[src/rtl/captura_func.sv]
// captura_func: input-capture stage feeding the 3-bit functionality comparator.
// Synchronizes the switch bank and two push-buttons, debounces the buttons,
// and latches two 3-bit codes in sequence. cmp_valid marks a complete pair.
module captura_func #(
    parameter int DEB_CYCLES = 16
) (
    input  logic       clk,
    input  logic       reset_n,
    input  logic [2:0] sw,
    input  logic       btn_ok,
    input  logic       btn_clr,
    output logic       A,
    output logic       B,
    output logic       C,
    output logic       D,
    output logic       E,
    output logic       F,
    output logic       cmp_valid,
    output logic [1:0] estado
);

    localparam int CW = $clog2(DEB_CYCLES + 1);
    localparam logic [CW-1:0] CNT_ZERO = {CW{1'b0}};
    localparam logic [CW-1:0] CNT_ONE  = CW'(1);
    localparam logic [CW-1:0] CNT_LAST = CW'(DEB_CYCLES - 1);

    typedef enum logic [1:0] {
        CAP_A = 2'b00,
        CAP_B = 2'b01,
        READY = 2'b10
    } state_t;

    // Button bit 0 is ok, bit 1 is clear.
    logic [1:0]    btn_raw_s;
    logic [1:0]    btn_meta_r;
    logic [1:0]    btn_sync_r;
    logic [2:0]    sw_meta_r;
    logic [2:0]    sw_sync_r;
    logic [1:0]    db_r;
    logic [1:0]    db_d_r;
    logic [CW-1:0] cnt_r [2];
    logic [1:0]    pulse_s;

    state_t        state_r;
    state_t        state_s;
    logic [2:0]    abc_r;
    logic [2:0]    abc_s;
    logic [2:0]    def_r;
    logic [2:0]    def_s;
    logic          valid_r;
    logic          valid_s;

    assign btn_raw_s = {btn_clr, btn_ok};

    // Two-flop synchronizers for every asynchronous input.
    always_ff @(posedge clk or negedge reset_n) begin
        if (!reset_n) begin
            sw_meta_r  <= 3'b000;
            sw_sync_r  <= 3'b000;
            btn_meta_r <= 2'b00;
            btn_sync_r <= 2'b00;
        end else begin
            sw_meta_r  <= sw;
            sw_sync_r  <= sw_meta_r;
            btn_meta_r <= btn_raw_s;
            btn_sync_r <= btn_meta_r;
        end
    end

    // Debouncers: a level is accepted after DEB_CYCLES consecutive disagreeing samples.
    always_ff @(posedge clk or negedge reset_n) begin
        if (!reset_n) begin
            db_r     <= 2'b00;
            db_d_r   <= 2'b00;
            cnt_r[0] <= CNT_ZERO;
            cnt_r[1] <= CNT_ZERO;
        end else begin
            db_d_r <= db_r;
            for (int i = 0; i < 2; i++) begin
                if (btn_sync_r[i] == db_r[i]) begin
                    cnt_r[i] <= CNT_ZERO;
                end else if (cnt_r[i] == CNT_LAST) begin
                    db_r[i]  <= btn_sync_r[i];
                    cnt_r[i] <= CNT_ZERO;
                end else begin
                    cnt_r[i] <= cnt_r[i] + CNT_ONE;
                end
            end
        end
    end

    // Rising edge of the accepted level: one pulse per press, none while held.
    assign pulse_s = db_r & ~db_d_r;

    // FSM and output register update.
    always_ff @(posedge clk or negedge reset_n) begin
        if (!reset_n) begin
            state_r <= CAP_A;
            abc_r   <= 3'b000;
            def_r   <= 3'b000;
            valid_r <= 1'b0;
        end else begin
            state_r <= state_s;
            abc_r   <= abc_s;
            def_r   <= def_s;
            valid_r <= valid_s;
        end
    end

    // Next-state logic; a clear pulse overrides any simultaneous ok pulse.
    always_comb begin
        state_s = state_r;
        abc_s   = abc_r;
        def_s   = def_r;
        valid_s = valid_r;
        if (pulse_s[1]) begin
            state_s = CAP_A;
            abc_s   = 3'b000;
            def_s   = 3'b000;
            valid_s = 1'b0;
        end else begin
            case (state_r)
                CAP_A: begin
                    if (pulse_s[0]) begin
                        abc_s   = sw_sync_r;
                        state_s = CAP_B;
                    end else begin
                        state_s = CAP_A;
                    end
                end
                CAP_B: begin
                    if (pulse_s[0]) begin
                        def_s   = sw_sync_r;
                        valid_s = 1'b1;
                        state_s = READY;
                    end else begin
                        state_s = CAP_B;
                    end
                end
                READY: begin
                    if (pulse_s[0]) begin
                        abc_s   = sw_sync_r;
                        def_s   = 3'b000;
                        valid_s = 1'b0;
                        state_s = CAP_B;
                    end else begin
                        state_s = READY;
                    end
                end
                default: begin
                    state_s = CAP_A;
                    abc_s   = 3'b000;
                    def_s   = 3'b000;
                    valid_s = 1'b0;
                end
            endcase
        end
    end

    assign A         = abc_r[2];
    assign B         = abc_r[1];
    assign C         = abc_r[0];
    assign D         = def_r[2];
    assign E         = def_r[1];
    assign F         = def_r[0];
    assign cmp_valid = valid_r;
    assign estado    = state_r;

endmodule

[config.mk]
export PLATFORM = sky130hd
export DESIGN_NAME = captura_func
export DESIGN_NICKNAME = d
export VERILOG_FILES = /design/src/rtl/captura_func.sv
export SDC_FILE = /design/constraint.sdc
export NUM_CORES = 1
export LEC_CHECK = 0
export CAP_MARGIN = 5
export CORE_UTILIZATION = 40
export CTS_CLUSTER_SIZE = 14
export DETAILED_ROUTE_END_ITERATION = 12
export GPL_ROUTABILITY_DRIVEN = 0
export PLACE_DENSITY = 0.61
export SLEW_MARGIN = 25
export SYNTH_ARGS = -nofsm -noshare
export SYNTH_HDL_FRONTEND = slang
export SYNTH_SLANG_ARGS = --single-unit
[constraint.sdc]
create_clock -name clk -period 3.45 [get_ports clk]
set_input_delay 0.69 -clock clk [delete_from_list [all_inputs] [get_ports clk]]
set_output_delay 0.69 -clock clk [all_outputs]
set_load 0.02 [all_outputs]
==> results.ini <==
[synth]
syn_area_sq_mm = 0.00128
avgSynthCellArea_sq_um = 12.0
synth_seq_cells = 33
synthMuxAreaShare = 0.0176
synth_top_family_by_area = simple AND/OR/NAND/NOR gates
yosys.area_share.simple = 0.173
netlist_instances = 107
ys_types = 24
ys_seq_area_frac = 0.646
synth_fp_nets = 116
synth_compound_area_frac = 0.0616
yosys_warnings = 0
synth_fa_ha_area_frac = 0.0196
synthXorXnorAreaFrac = 0.0411

[pwr]
irDropWorstVdd_mv = 0.265
p_int_uw = 587
p_per_area_mw_per_mm2 = 477
power_frac_clock = 0.401
sw_frac_of_total = 0.201
comb_power_share = 0.046
p_leak_nw = 0.735
p_switching_uw = 147
pwr-share-seq = 0.554
power_uw = 735

[cells_and_area]
area_delta_synth_final_pct = 20.4
drive_gt1_frac = 0.0794
fin_nets = 134
diodes = 0

[placed_design]
hpwl_mm = 1.36
numPortBuffers = 15
dp_slack_ps = 1700

[clock_network]
cts_tree = yes
cts.sinks = 33
cts_setup_buffers = 0
cts.path.max_buffers = 2
ctsResizeCount = 0
insertion_delay_ps = 320
path_clk_slew_ps = 100
ctsHoldBuffers = 0
cts_root_buf = clkbuf_4
htreeDepth = 2
cts_buffers = 5

[job]
cap_viol_max_count = 0

[timing]
max_freq_mhz = 474
tns_ps = 0
finalCritPeriodShare = 0.612
finClkSkew_ps = 9.43
grt_setup_unrepaired = no
fin_crit_ps = 2110
final_max_slew_viol_count = 0
slew_headroom = 0.536
fin_ws_ps = 1340
worstMarginPinSlew_ps = 694
hold_viol_final = 0
setup_viol = 0

[die]
dieHeight_microns = 58.5
rows = 20
die_w_microns = 58.5
ios = 16
dieArea_sq_mm = 0.00343
initial_core_util = 0.419
core_area_sq_mm = 0.00305

[critical_path]
setup.worst_path.class = reg2out
critPathCaptureType = output port
crit_buf_inv = 1
crit_chain = clkdlybuf4s50_1
required_ps = 2760
startpoint_type = flop
slowest_delay_ps = 640
slowest_stage = clkdlybuf4s50_1
worst_ep_arrival_time_ps = 1420
critPathMaxFanout = 8
crit_family = buffers and inverters

[grt]
grt_usage = 0.139
grt_pass1_vias = 830
grt_pass1_wl_mm = 3.53
grt_max_degree = 34
overflow = 0
antenna_found_initial = 0

[route]
drtPass1Iterations = 5
wire_per_inst_microns = 11.6
vias_per_cell = 4.84
drtIter0Drc = 41
totalWireLength_mm = 1.97
ant_nets = 0
via_count = 822
route.detailed.drc = 0

[min_path]
hold_class = reg2reg

[run_status]
outcome = finished clean

==> placed cells by master, fill, tap and decap left out, types with 2 or more instances in the layout <==
cell type and n:
dfrtp_1 33, nand3_1 17, clkdlybuf4s50_1 15, nor2_1 8, xor2_1 6, a31oi_1 6
nand2_1 5, clkbuf_4 5, nand3b_1 4, inv_1 3, o21ai_1 2, and2_1 2
nor2b_1 2, and3_1 2, mux2_1 2, ha_1 2
==> routing by layer <==
| layer | global-route usage | vias up | routed length, microns |
|---|---|---|---|
| li1 | - | 397 | - |
| met1 | 0.184 | 395 | 960 |
| met2 | 0.210 | 25 | 883 |
| met3 | 0.0396 | 5 | 102 |
| met4 | 0.0714 | 0 | 24 |
| met5 | 0 | - | 0 |
==> registers in the layout (all words and copies together) (netlist names), 3 cells and up <==
name,flops
abc_r,3
def_r,3
sw_sync_r,3
sw_meta_r,3
cnt_r,10
==> synth_stat cells <==
| library cell | n | share of area |
|---|---|---|
| a211o_1 | 1 | 0.0069 |
| a21oi_1 | 1 | 0.0039 |
| a21oi_2 | 1 | 0.0069 |
| a31oi_1 | 6 | 0.029 |
| and2_1 | 2 | 0.0098 |
| and2b_1 | 1 | 0.0059 |
| and3_1 | 2 | 0.0098 |
| buf_2 | 3 | 0.012 |
| buf_6 | 2 | 0.018 |
| dfrtp_1 | 33 | 0.65 |
| ha_1 | 2 | 0.020 |
| inv_1 | 3 | 0.0088 |
| inv_2 | 1 | 0.0029 |
| mux2_1 | 2 | 0.018 |
| nand2_1 | 5 | 0.015 |
| nand2b_1 | 1 | 0.0049 |
| nand3_1 | 17 | 0.067 |
| nand3b_1 | 4 | 0.023 |
| nor2_1 | 8 | 0.023 |
| nor2b_1 | 2 | 0.0098 |
| o21ai_1 | 2 | 0.0078 |
| o41ai_1 | 1 | 0.0069 |
| or2_1 | 1 | 0.0049 |
| xor2_1 | 6 | 0.041 |
==> power by group through the flow <==
stage | registers (mW) | logic (mW) | clock network, mW
final | 0.407 | 0.0335 | 0.295
after global routing | 0.408 | 0.0388 | 0.323
after CTS | 0.407 | 0.0339 | 0.304
after detailed placement | 0.415 | 0.0334 | 0
after global placement | 0.414 | 0.0321 | 0
after floorplan | 0.413 | 0.0135 | 0
==> logic make-up after synthesis <==
| group | count (synthesis) |
|---|---|
| adders and majority gates | 2 |
| muxes | 2 |
| xor gates and xnor gates | 6 |
| DFF | 33 |
| buffers and inverters | 9 |
| AOI/OAI and AO/OA | 12 |
| and+or+nand+nor | 43 |
==> area by class of cell <==
| cell class | count | area [sq um] |
|---|---|---|
| Fill cell | 287 | 1510 |
| Sequential cell | 33 | 826 |
| Inverter | 4 | 15.0 |
| Timing Repair Buffer | 16 | 158 |
| Clock inverter | 1 | 30.0 |
| Tap cell | 44 | 55.1 |
| Multi-Input combinational cell | 65 | 400 |
| Clock buffer | 7 | 55.1 |
==> stage by stage <==
stage / instances / util / area [sq um] / hold slack, ps
6_report: 170 / 0.504 / 1540 / 362
5_1_grt: 170 / 0.504 / 1540 / 370
4_1_cts: 170 / 0.504 / 1540 / 366
3_5_place_dp: 162 / 0.476 / 1450 / 343
3_3_place_gp: 162 / 0.476 / 1450 / 335
2_1_floorplan: 107 / - / 1280 / 331
==> final timing paths <==
path | from | end | slack [ps] | cells after the start
min in group asynchronous | reset_n | cmp_valid | 760 | 2
setup reg to reg | db_r[1] | cmp_valid | 2110 | 3
hold reg to reg | btn_meta_r[0] | btn_sync_r[0] | 360 | 0
hold / removal | btn_meta_r[0] | btn_sync_r[0] | 360 | 0
max in group asynchronous | reset_n | cnt_r[4] | 2380 | 2
setup / recovery | estado[1] | estado[1] | 1340 | 1
Power figures use the tool's default switching activity.
